$ cat config.mk
export PLATFORM = sky130hd
export DESIGN_NAME = dtlb_refill_seq
export DESIGN_NICKNAME = d
export VERILOG_FILES = /design/src/rtl/dtlb_refill_seq_pkg.sv /design/src/rtl/dtlb_refill_beatbuf.sv /design/src/rtl/dtlb_refill_seq.sv
export SDC_FILE = /design/constraint.sdc
export NUM_CORES = 1
export LEC_CHECK = 0
export ABC_AREA = 1
export BUFFER_PORTS_ARGS = -buffer_cell sky130_fd_sc_hd__buf_2
export CAP_MARGIN = 10
export CORE_MARGIN = 2
export CORE_UTILIZATION = 30
export DETAILED_ROUTE_END_ITERATION = 12
export PLACE_DENSITY_LB_ADDON = 0.2
export SLEW_MARGIN = 30
export SYNTH_ARGS = -nofsm -noshare
export SYNTH_HDL_FRONTEND = slang
export SYNTH_SLANG_ARGS = --single-unit
$ cat constraint.sdc
create_clock -name clk -period 2 [get_ports clk]
set_clock_uncertainty 0.1 [all_clocks]
set_input_delay 0 -clock clk [delete_from_list [all_inputs] [get_ports clk]]
set_output_delay 0 -clock clk [all_outputs]
set_load 0.02 [all_outputs]
$ cat src/rtl/dtlb_refill_seq_pkg.sv
// Shared types and constants for the DTLB refill sequencer.
// Holds the FSM state encoding, the sweep geometry and the completion status record.
package dtlb_refill_seq_pkg;

  localparam int SETS  = 16;
  localparam int WAYS  = 8;
  localparam int BEATS = 3;
  localparam int CNT_W = 2;

  typedef enum logic [2:0] {
    S_IDLE   = 3'd0,
    S_WREQ   = 3'd1,
    S_WWAIT  = 3'd2,
    S_COMMIT = 3'd3,
    S_INVL1  = 3'd4,
    S_FLUSH  = 3'd5,
    S_DONE   = 3'd6
  } state_t;

  typedef struct packed {
    logic valid;
    logic fault;
  } done_status_t;

endpackage

$ cat src/rtl/dtlb_refill_beatbuf.sv
// Three-slot capture of page-walk data beats with a slot counter and sticky fault.
// o_full is combinational: high on the load that fills the last slot.
module dtlb_refill_beatbuf
  import dtlb_refill_seq_pkg::*;
#(
  parameter int DATA_W = 64
) (
  input  logic              clk,
  input  logic              rst_n,
  input  logic              i_clear,
  input  logic              i_load,
  input  logic [DATA_W-1:0] i_data,
  input  logic              i_fault,
  output logic [DATA_W-1:0] o_beat0,
  output logic [DATA_W-1:0] o_beat1,
  output logic [DATA_W-1:0] o_beat2,
  output logic              o_fault,
  output logic              o_full
);

  logic [CNT_W-1:0]  r_cnt;
  logic [DATA_W-1:0] r_beat [BEATS];
  logic              r_fault;

  assign o_full  = i_load && (r_cnt == CNT_W'(BEATS - 1));
  assign o_fault = r_fault;
  assign o_beat0 = r_beat[0];
  assign o_beat1 = r_beat[1];
  assign o_beat2 = r_beat[2];

  always_ff @(posedge clk or negedge rst_n) begin
    if (!rst_n) begin
      r_cnt   <= '0;
      r_fault <= 1'b0;
      for (int i = 0; i < BEATS; i++) r_beat[i] <= '0;
    end else if (i_clear) begin
      r_cnt   <= '0;
      r_fault <= 1'b0;
    end else if (i_load) begin
      for (int i = 0; i < BEATS; i++) begin
        if (r_cnt == CNT_W'(i)) r_beat[i] <= i_data;
      end
      r_fault <= r_fault | i_fault;
      r_cnt   <= o_full ? '0 : r_cnt + 1'b1;
    end
  end

endmodule

$ cat src/rtl/dtlb_refill_seq.sv
// Write-side sequencer for the data TLB: miss refill via page walk, single-entry
// invalidate, and a full flush that sweeps every set/way with forced-way writes.
module dtlb_refill_seq #(
  parameter int VA_W   = 51,
  parameter int DATA_W = 64,
  parameter int SETS   = 16,
  parameter int WAYS   = 8
) (
  input  logic              clk,
  input  logic              rst,
  input  logic              miss_valid,
  output logic              miss_ready,
  input  logic [VA_W-1:0]   miss_addr,
  input  logic              invl_valid,
  output logic              invl_ready,
  input  logic              invl_all,
  input  logic [VA_W-1:0]   invl_addr,
  output logic              walk_req_valid,
  input  logic              walk_req_ready,
  output logic [VA_W-1:0]   walk_req_addr,
  input  logic              walk_rsp_valid,
  input  logic [DATA_W-1:0] walk_rsp_data,
  input  logic              walk_rsp_fault,
  output logic [VA_W-1:0]   write_addr,
  output logic [DATA_W-1:0] write_data0,
  output logic [DATA_W-1:0] write_data1,
  output logic [DATA_W-1:0] write_data2,
  output logic              write_wen,
  output logic              write_xstant,
  output logic              write_invl,
  output logic              force_way_en,
  output logic [2:0]        force_way,
  output logic              done_valid,
  output logic              done_fault,
  output logic              busy,
  output logic [2:0]        dbg_state
);
  import dtlb_refill_seq_pkg::*;

  localparam int SET_W = (SETS > 1) ? $clog2(SETS) : 1;
  localparam int WAY_W = (WAYS > 1) ? $clog2(WAYS) : 1;

  // valid/ready: a transfer happens on a rising edge where both are high; the
  // initiator holds valid and its payload stable until that edge.

  state_t            r_state, w_state_nxt;
  logic [VA_W-1:0]   r_addr;
  logic [SET_W-1:0]  r_set;
  logic [WAY_W-1:0]  r_way;
  logic [DATA_W-1:0] r_hold0, r_hold1, r_hold2;
  logic [DATA_W-1:0] w_beat0, w_beat1, w_beat2;
  logic              w_fault, w_full, w_clear, w_load, w_flush_last;
  done_status_t      w_done;

  assign w_load       = (r_state == S_WWAIT) && walk_rsp_valid;
  assign w_clear      = ((r_state == S_IDLE) && invl_valid) ||
                        ((r_state == S_WREQ) && walk_req_ready);
  assign w_flush_last = (r_set == SET_W'(SETS - 1)) && (r_way == WAY_W'(WAYS - 1));

  dtlb_refill_beatbuf #(.DATA_W(DATA_W)) u_beatbuf (
    .clk     (clk),
    .rst_n   (rst),
    .i_clear (w_clear),
    .i_load  (w_load),
    .i_data  (walk_rsp_data),
    .i_fault (walk_rsp_fault),
    .o_beat0 (w_beat0),
    .o_beat1 (w_beat1),
    .o_beat2 (w_beat2),
    .o_fault (w_fault),
    .o_full  (w_full)
  );

  always_ff @(posedge clk or negedge rst) begin
    if (!rst) begin
      r_state <= S_IDLE;
      r_addr  <= '0;
      r_set   <= '0;
      r_way   <= '0;
      r_hold0 <= '0;
      r_hold1 <= '0;
      r_hold2 <= '0;
    end else begin
      r_state <= w_state_nxt;
      if (r_state == S_IDLE) begin
        if (invl_valid && !invl_all) r_addr <= invl_addr;
        else if (!invl_valid && miss_valid) r_addr <= miss_addr;
        if (invl_valid && invl_all) begin
          r_set <= '0;
          r_way <= '0;
        end
      end
      if (r_state == S_FLUSH) begin
        if (r_way == WAY_W'(WAYS - 1)) begin
          r_way <= '0;
          r_set <= r_set + 1'b1;
        end else begin
          r_way <= r_way + 1'b1;
        end
      end
      // Write data only moves on a successful fill so the TLB port sees stable words.
      if ((r_state == S_COMMIT) && !w_fault) begin
        r_hold0 <= w_beat0;
        r_hold1 <= w_beat1;
        r_hold2 <= w_beat2;
      end
    end
  end

  always_comb begin
    w_state_nxt    = r_state;
    miss_ready     = 1'b0;
    invl_ready     = 1'b0;
    walk_req_valid = 1'b0;
    write_addr     = '0;
    write_data0    = r_hold0;
    write_data1    = r_hold1;
    write_data2    = r_hold2;
    write_wen      = 1'b0;
    write_xstant   = 1'b0;
    write_invl     = 1'b0;
    force_way_en   = 1'b0;
    force_way      = 3'd0;
    w_done         = '0;
    case (r_state)
      S_IDLE: begin
        invl_ready = 1'b1;
        miss_ready = !invl_valid;
        if (invl_valid) w_state_nxt = invl_all ? S_FLUSH : S_INVL1;
        else if (miss_valid) w_state_nxt = S_WREQ;
      end
      S_WREQ: begin
        walk_req_valid = 1'b1;
        if (walk_req_ready) w_state_nxt = S_WWAIT;
      end
      S_WWAIT: begin
        if (w_full) w_state_nxt = S_COMMIT;
      end
      S_COMMIT: begin
        write_data0 = w_beat0;
        write_data1 = w_beat1;
        write_data2 = w_beat2;
        if (!w_fault) begin
          write_wen  = 1'b1;
          write_addr = r_addr;
        end
        w_state_nxt = S_DONE;
      end
      S_INVL1: begin
        write_wen    = 1'b1;
        write_xstant = 1'b1;
        write_invl   = 1'b1;
        write_addr   = r_addr;
        w_state_nxt  = S_DONE;
      end
      S_FLUSH: begin
        write_wen    = 1'b1;
        write_xstant = 1'b1;
        write_invl   = 1'b1;
        force_way_en = 1'b1;
        force_way    = 3'(r_way);
        write_addr   = VA_W'(r_set);
        if (w_flush_last) w_state_nxt = S_DONE;
      end
      S_DONE: begin
        w_done.valid = 1'b1;
        w_done.fault = w_fault;
        w_state_nxt  = S_IDLE;
      end
      default: w_state_nxt = S_IDLE;
    endcase
  end

  assign walk_req_addr = r_addr;
  assign done_valid    = w_done.valid;
  assign done_fault    = w_done.fault;
  assign busy          = (r_state != S_IDLE);
  assign dbg_state     = r_state;

endmodule

* Yosys cells after proc, flatten, opt, wreduce, memory -nomap -nowiden *
Cells that the tools add are included.

word-level totals
  output and inout port bits = 310
  register bits = 448
  logic and storage cells = 95

operators by class
  bitwise gates (word level) = 2
  reductions and logical operators = 28
  equal/unequal tests = 14
  mux-type cells = 36
  add/subtract/negate cells = 3

operators with widths
  cell                   count
  $mux W64               3
  $mux W51               3
  $pmux W51 S3           1
  $mux W3                10
  $mux W4                4
  $pmux W3 S5            1
  $eq A3 B3 Y1 const B   4
  $logic_and A1 B1 Y1    9
  $mux W1                9
  $reduce_and A3 Y1      3
  $mux W2                4
  $reduce_bool A2 Y1     4
  $eq A3 B2 Y1 const B   2
  $add A4 B1 Y4 const B  1
  $eq A4 B4 Y1 const B   1
  $ne A2 B2 Y1 const B   2
  $reduce_and A2 Y1      2
  $reduce_and A4 Y1      1
  $reduce_or A2 Y1       2
  $add A3 B1 Y3 const B  1
  $eq A3 B1 Y1 const B   1
  $logic_not A1 Y1       3
  $logic_not A3 Y1       1
  $ne A3 B3 Y1 const B   1
  10 further kinds       10

* Depth between registers and ports, before layout *
Gate-level depths: netlist of run 1.

  word-level depth = 6
  depth in mapped cells = 9
  gate-level depth less buffers = 8

* Hierarchy *
From an unflattened synthesis of run 1, not the netlist that was laid out.

second synthesis, totals
  cells, all modules = 2637
  area total of the unflattened synthesis = 20990.1 um2

modules (own cells, without submodules)
  module               area an instance (um2)  seq. area each (um2)  instances  cells an instance
  dtlb_refill_seq      13096.3                 6331.1                1          1772
  dtlb_refill_beatbuf  7893.8                  4879.7                1          865

* Worst setup path before layout of run 1 *
OpenSTA, ideal clock, no wires.

  path kind = reg2reg
  start point = register r_state[0], in the netlist dbg_state[0]
  end point = register r_addr[21], in the netlist walk_req_addr[21]
  cell stages (with the launch flop) = 8
  path buffers = 3
  slack = 196 ps
  arrival time = 1578 ps
  clock period less this slack = 1804 ps
  cells stage by stage = dfrtp_1 > buf_2 > nor2_1 > nand2_1 > a21oi_2 > buf_4 > buf_2 > o21ai_0

between the ends
  longest elaborated chain between the ends = 2

ends and longest elaborated chain
  what                                RTL line               source
  start: declaration                  dtlb_refill_seq.sv:46  state_t r_state, w_state_nxt;
  start signal: assignment            dtlb_refill_seq.sv:84  r_state <= w_state_nxt;
  $logic_not A3 Y1                    dtlb_refill_seq.sv:85  if (r_state == S_IDLE) begin
  $reduce_and A2 Y1 (no source line)  n/a
  end signal: assignment              dtlb_refill_seq.sv:86  if (invl_valid && !invl_all) r_addr <= invl_addr;
  end signal: assignment              dtlb_refill_seq.sv:87  else if (!invl_valid && miss_valid) r_addr <= miss_addr;
  end: declaration                    dtlb_refill_seq.sv:47  logic [VA_W-1:0] r_addr;

Every way passes these cells.
A chain may end at the register's enable or synchronous reset.

* Final worst setup path of run 1 *
  start point = register r_state[2], in the netlist dbg_state[2]
  end point = output port write_data2[33]

between the ends
  longest elaborated chain between the ends = 2

ends and longest elaborated chain
  what              RTL line                source
  $eq A3 B2 Y1      dtlb_refill_seq.sv:125  case (r_state)
  $mux W64          dtlb_refill_seq.sv:125
  end: declaration  dtlb_refill_seq.sv:27   output logic [DATA_W-1:0] write_data2,

Every way passes these cells.

==> results of run 1 <==
routing by layer:
metal,routed length (microns),share of wire,global-route usage
met5,0,0,0
met3,3730,0.051,0.0338
met2,35600,0.49,0.327
met4,2170,0.030,0.0648
met1,31300,0.43,0.251
flip-flops by register name (all words and copies together) (netlist names):
signal             count
u_beatbuf.o_beat2     64
u_beatbuf.r_cnt        2
u_beatbuf.o_beat0     64
r_way                  3
u_beatbuf.o_beat1     64
r_set                  4
r_hold0               64
r_hold2               64
r_hold1               64
dbg_state              3
walk_req_addr         51
u_beatbuf.o_fault      1
synthesized netlist by cell type:
| master | number |
|---|---|
| a21oi_2 | 1 |
| nor2_1 | 64 |
| o21ai_0 | 479 |
| nor2_4 | 1 |
| clkbuf_2 | 1 |
| nor4_1 | 1 |
| buf_1 | 1 |
| clkinv_1 | 1 |
| o21ai_1 | 159 |
| inv_1 | 330 |
| buf_2 | 87 |
| xor2_1 | 2 |
| nor3_1 | 1 |
| nand4_1 | 1 |
| inv_2 | 2 |
| o22ai_1 | 4 |
| nand3_1 | 60 |
| clkbuf_1 | 66 |
| buf_6 | 5 |
| nand3_2 | 2 |
| a21oi_1 | 4 |
| nand2_2 | 1 |
| buf_4 | 2 |
| ha_1 | 3 |
| nand2_1 | 756 |
| o21a_1 | 1 |
| dfrtp_1 | 448 |
cell usage in the layout (no fill, tap or decap), types with 2 or more instances in the layout:
master / netlist / final
o22ai_1: 4 / 2
clkbuf_16: 0 / 71
o21ai_1: 159 / 206
inv_6: 0 / 2
nand3_1: 60 / 59
o21ai_4: 0 / 57
ha_1: 3 / 3
diode_2: 0 / 2
nand3_4: 0 / 2
buf_16: 0 / 18
xor2_1: 2 / 2
dlygate4sd3_1: 0 / 178
a21oi_1: 4 / 4
clkbuf_8: 0 / 12
nor2_2: 0 / 5
nor2_4: 1 / 4
o21ai_0: 479 / 296
buf_12: 0 / 31
buf_4: 2 / 160
clkbuf_1: 66 / 11
dfrtp_1: 448 / 447
nand2_4: 0 / 23
buf_8: 0 / 4
inv_1: 330 / 330
o21a_4: 0 / 2
o21ai_2: 0 / 79
clkinv_2: 0 / 9
buf_6: 5 / 126
nand2_2: 1 / 47
clkinvlp_4: 0 / 2
nand2_1: 756 / 686
buf_2: 87 / 247
inv_2: 2 / 2
nor2_1: 64 / 56
o22ai_2: 0 / 2
bufinv_16: 0 / 5
where the power goes:
part | leakage [nW] | switching (mW) | total (mW) | internal, mW
Sequential | 5.83 | 2.26 | 15.0 | 12.8
Clock | 0.868 | 3.91 | 9.79 | 5.88
Combinational | 8.33 | 14.8 | 24.9 | 10.1
repair_timing:
| action | in CTS | in global routing |
|---|---|---|
| gates cloned | 12 | 29 |
| pin swaps | 1 | 4 |
| endpoints found under the hold margin | 704 | 0 |
| buffers inserted | 16 | 9 |
| hold buffers | 178 | 0 |
| gates resized for setup | 490 | 394 |
| endpoints found under the setup margin | 252 | 308 |
tightest hold or removal path, delay by kind of cell:
family	cells	cell delay, ns
buffers and inverters	3	0.67
AO/OA/AOI/OAI	1	0.12
cells by family after synthesis:
group | Yosys count | synth area share
and+or+nand+nor | 887 | 0.172
AOI/OAI and AO/OA | 648 | 0.163
buffers and inverters | 495 | 0.101
DFF | 448 | 0.561
adders and majority gates | 3 | 0.00188
xor gates and xnor gates | 2 | 0.000877
worst max path at each step:
stage,from,slack (ns),end,cells past startpoint
finish,dbg_state[2],-0.20,write_data2[33],7
global route,dbg_state[2],-0.29,write_data1[63],7
CTS,dbg_state[2],-0.25,write_data1[33],8
detailed placement,dbg_state[2],0.10,write_data1[36],6
global placement,dbg_state[2],0.11,write_data1[36],6
floorplan,dbg_state[0],0.20,walk_req_addr[21],7
final cells by class:
| class | instances | area share |
|---|---|---|
| clock inverter | 20 | 0.00832 |
| timing repair buffer | 783 | 0.238 |
| clock buffer | 75 | 0.0491 |
| sequential | 448 | 0.365 |
| tap | 864 | 0.0352 |
| multi-input combinational | 1541 | 0.263 |
| inverter | 333 | 0.0407 |
| antenna | 2 | 0.000163 |
through the flow:
step | setup slack (ns) | std cells | setup TNS (ns) | utilization | hold slack [ns]
after floorplan | 0.196 | 2483 | 0 | - | -0.396
after global placement | 0.113 | 3729 | 0 | 0.358 | -0.0723
after detailed placement | 0.103 | 3729 | 0 | 0.358 | -0.0674
after CTS | -0.250 | 4030 | -40.84 | 0.437 | 0.0953
after global routing | -0.288 | 4065 | -50.17 | 0.466 | 0.138
final | -0.200 | 4066 | -25.09 | 0.466 | 0.127
==> flow_summary_export.csv, run 1 <==
group,metric,value,unit
logic_synthesis,synthesis.instances,2483,
clock_network,ctsHtreeMaxLevel,2,
global_routing,grt_pass1_vias,18701,
clock_network,clkSinkCount,448,
timing,rsz0062_at_grt,"yes",
logic_synthesis,yosys_warnings,0,
status,violations,"setup timing",
drt,wl_per_cell,17.9,microns
drt,detail-route-antenna-nets,0,
worst_setup_path,critPathKind,"reg2out",
floorplanning,die_area,68600,sq um
logic_synthesis,yosys.area.top_type_share,0.561,
worst_setup_path,worstSetupStartpointType,"flip-flop",
drt,dr.pass1.iters,5,
worst_setup_path,arrival,2.10,ns
logic_synthesis,synth_cell_types,27,
power,power,49.7,mW
timing,worst_pin_slew,0.656,ns
floorplanning,start_util,0.303,
placement,hpwl,44.4,mm
worst_setup_path,crit_fanout,18,
global_routing,overflow,0,
drt,via_per_inst,4.73,
timing,setup_viol,241,
timing,layout_setup_ws,-0.200,ns
power,leakagePower,15.0,nW
floorplanning,die_y,262,microns
placement,placed_area,23600,sq um
drt,drtIter0Drc,1194,
global_routing,grt_pass1_wl,105,mm
drt,vias,19250,
timing,fmax,454,MHz
timing,slew_headroom,0.563,
worst_setup_path,r2r_start,"dbg_state[2]",
worst_setup_path,reg2reg_depth,9,
power,powerDensity,1620,nW/um^2
worst_hold_path,min_path_cells,4,
drt,drc,0,
finish,register_area,11200,sq um
worst_setup_path,slowest_stage,"dfrtp_1",
finish,final_layout_size_suffix_gt1_frac,0.286,
drt,routed_wl,72.7,mm
worst_setup_path,cp.required,1.90,ns
placement,globalplace.congestion,0.944,
logic_synthesis,yosysSeqAreaShare,0.561,
logic_synthesis,syn_area,20000,sq um
finish,area_growth,53.7,%
logic_synthesis,avgSynthCellArea,8.04,sq um
finish,final_nets,3335,
logic_synthesis,ys_ff_latch,448,
logic_synthesis,synth_area_leaders,"dfrtp_1 56%, nand2_1 14%, o21ai_0 12%",
power,max-vdd-ir-drop,0.000855,V
flow_run,cap_violations,0,
clock_network,cts_tree,"done",
global_routing,grt_max_degree,85,
timing,period_share,1.10,
timing,hold_viol_final,0,
worst_setup_path,worst-path-buf-inv,5,
timing,period_minus_slack,2.20,ns
logic_synthesis,syn-num-nets,2660,
floorplanning,die_x,262,microns
finish,n_fill_cell,6200,
worst_setup_path,max_stage_delay,0.39,ns
clock_network,clockBufferDepth,3,
logic_synthesis,netlist.top_cell.by_area,"dfrtp_1",
worst_setup_path,r2r-end,"r_hold0[32]",
clock_network,clkTransAtPathRegs,0.07,ns
global_routing,antenna_found_initial,2,
worst_setup_path,path_cells,"inv_2 > nand3_4 > buf_12 > buf_16 > clkbuf_16 > o21ai_4 > buf_6",
worst_hold_path,worstHoldStart,"walk_rsp_data[39]",
worst_hold_path,hold_class,"in2reg",
timing,slew_violations,0,
placement,port_buffers,483,
clock_network,clk_latency,0.60,ns
floorplanning,core-area,65900,sq um
clock_network,numCtsBuffers,51,
worst_setup_path,cp-end-kind,"output port",
clock_network,ctsRootBufferMaster,"clkbuf_16",
worst_hold_path,hold-path-endpoint,"u_beatbuf.o_beat2[39]",
floorplanning,io_pins,484,
global_routing,grt_usage,0.193,
status,outcome,"finished with violations",
worst_setup_path,rrSetupSlack,0.04,ns
finish,multi_input_area,8080,sq um
worst_setup_path,critical_path.top_delay_family,"buffers and inverters",
floorplanning,rows,94,
finish,post-route-cell-area,30700,sq um
No activity file was read; power rests on OpenSTA's default activity.
==> run 2, diff against run 1 <==
Settings changed: SKIP_CTS_REPAIR_TIMING from default to 1.
==> flow_summary_export.csv, run 2 (synthesis gave the netlist of run 1 again) <==
group,metric,value,unit
timing,hold_ws,0.122,ns
drt,detail-route-antenna-nets,0,
drt,drc,0,
global_routing,overflow,0,
timing,setup_viol,243,
placement,port_buffers,483,
finish,area_growth,44.5,%
clock_network,clk_latency,0.59,ns
clock_network,cts_tree,"done",
timing,slew_violations,0,
worst_setup_path,critPathKind,"reg2out",
status,outcome,"finished with violations",
finish,final_layout_size_suffix_gt1_frac,0.243,
finish,n_fill_cell,6440,
worst_setup_path,cp.required,1.90,ns
floorplanning,io_pins,484,
global_routing,grt_pass1_wl,95.8,mm
timing,fmax,444,MHz
floorplanning,rows,94,
worst_setup_path,max_stage_delay,0.44,ns
timing,layout_setup_ws,-0.252,ns
placement,hpwl,44.4,mm
finish,multi_input_area,7240,sq um
timing,rsz0062_at_grt,"yes",
global_routing,antenna_found_initial,3,
finish,post-route-cell-area,28900,sq um
worst_setup_path,path_cells,"nand3_4 > buf_12 > buf_16 > buf_12 > buf_12 > nand2_1 > o21ai_0 > buf_2",
finish,final_nets,3312,
drt,via_per_inst,4.66,
worst_setup_path,arrival,2.15,ns
drt,wl_per_cell,17.1,microns
timing,period_minus_slack,2.25,ns
worst_setup_path,crit_fanout,18,
timing,slew_headroom,0.566,
drt,routed_wl,69.3,mm
worst_setup_path,critical_path.top_delay_family,"buffers and inverters",
worst_setup_path,worst-path-buf-inv,5,
floorplanning,start_util,0.303,
flow_run,cap_violations,0,
clock_network,ctsHtreeMaxLevel,2,
global_routing,grt_usage,0.177,
worst_setup_path,cp_common_cell,"buf_12",
global_routing,grt_max_degree,99,
status,violations,"setup timing",
drt,vias,18869,
floorplanning,die_area,68600,sq um
power,max-vdd-ir-drop,0.000758,V
drt,drtIter0Drc,1163,
clock_network,ctsRootBufferMaster,"clkbuf_16",
worst_hold_path,hold_class,"in2reg",
clock_network,clkTransAtPathRegs,0.06,ns
timing,hold_viol_final,0,
finish,mostFrequentLayoutCells,"734 x nand2_1, 447 x dfrtp_1, 377 x buf_2, 368 x o21ai_0, 330 x inv_1",
finish,final_common_cell,"nand2_1",
finish,register_area,11200,sq um
power,leakagePower,14.6,nW
worst_setup_path,slowest_stage,"dfrtp_2",
clock_network,clkSinkCount,448,
floorplanning,die_y,262,microns
worst_setup_path,worstSetupStartpointType,"flip-flop",
clock_network,clockBufferDepth,3,
placement,placed_area,23600,sq um
placement,globalplace.congestion,0.944,
finish,layout.core_utilization,0.438,
clock_network,numCtsBuffers,51,
floorplanning,core-area,65900,sq um
global_routing,grt_pass1_vias,17108,
timing,period_share,1.13,
worst_setup_path,cp-end-kind,"output port",
power,powerDensity,1600,nW/um^2
worst_setup_path,rrSetupSlack,-0.03,ns
timing,worst_pin_slew,0.651,ns
drt,dr.pass1.iters,7,
floorplanning,die_x,262,microns
run 2: tightest hold or removal path: cells and delay by family:
family          cells  cell delay [ns]
buf+inv             3             0.67
compound gates      1             0.12
run 2: metrics by stage:
stage	total power [mW]	instances	setup TNS, ns	worst slack [ns]
2_1_floorplan	25.6	2483	0	0.196
3_3_place_gp	32.2	3729	0	0.113
3_5_place_dp	32.5	3729	0	0.103
4_1_cts	42.5	3824	-63.53	-0.545
5_1_grt	49.3	4043	-66.11	-0.328
6_report	46.1	4045	-32.62	-0.252
run 2: path summary, 6_finish.rpt:
| kind | start | endpoint | depth (start not counted) |
|---|---|---|---|
| setup / recovery | dbg_state[0] | write_data0[33] | 8 |
| hold / removal | walk_rsp_data[39] | u_beatbuf.o_beat2[39] | 4 |
| setup reg to reg | dbg_state[2] | r_hold0[30] | 10 |
| hold reg to reg | u_beatbuf.o_beat2[23] | u_beatbuf.o_beat2[23] | 2 |
| max in group asynchronous | rst | r_hold1[5] | 4 |
| min in group asynchronous | rst | r_hold2[30] | 3 |
run 2: where the power goes:
| part | internal [mW] | leakage [nW] | switching [mW] |
|---|---|---|---|
| Combinational | 7.99 | 7.86 | 13.4 |
| Clock | 5.88 | 0.868 | 3.90 |
| Sequential | 12.8 | 5.83 | 2.14 |
run 2: metal layers:
metal	wire length (microns)	track usage	vias to the layer above
met5	0	0	-
met4	2110	0.0709	0
met3	3610	0.0378	120
met2	33300	0.286	597
met1	30300	0.232	9043
li1	-	-	9109
run 2: final cells by class:
class,count,area share
diodes,4,0.000347
repair buffers,761,0.218
well taps,864,0.0375
clock buffers,75,0.0523
clock inverters,20,0.00885
multi-input cells,1540,0.251
inverters,333,0.0434
flip-flops and latches,448,0.389
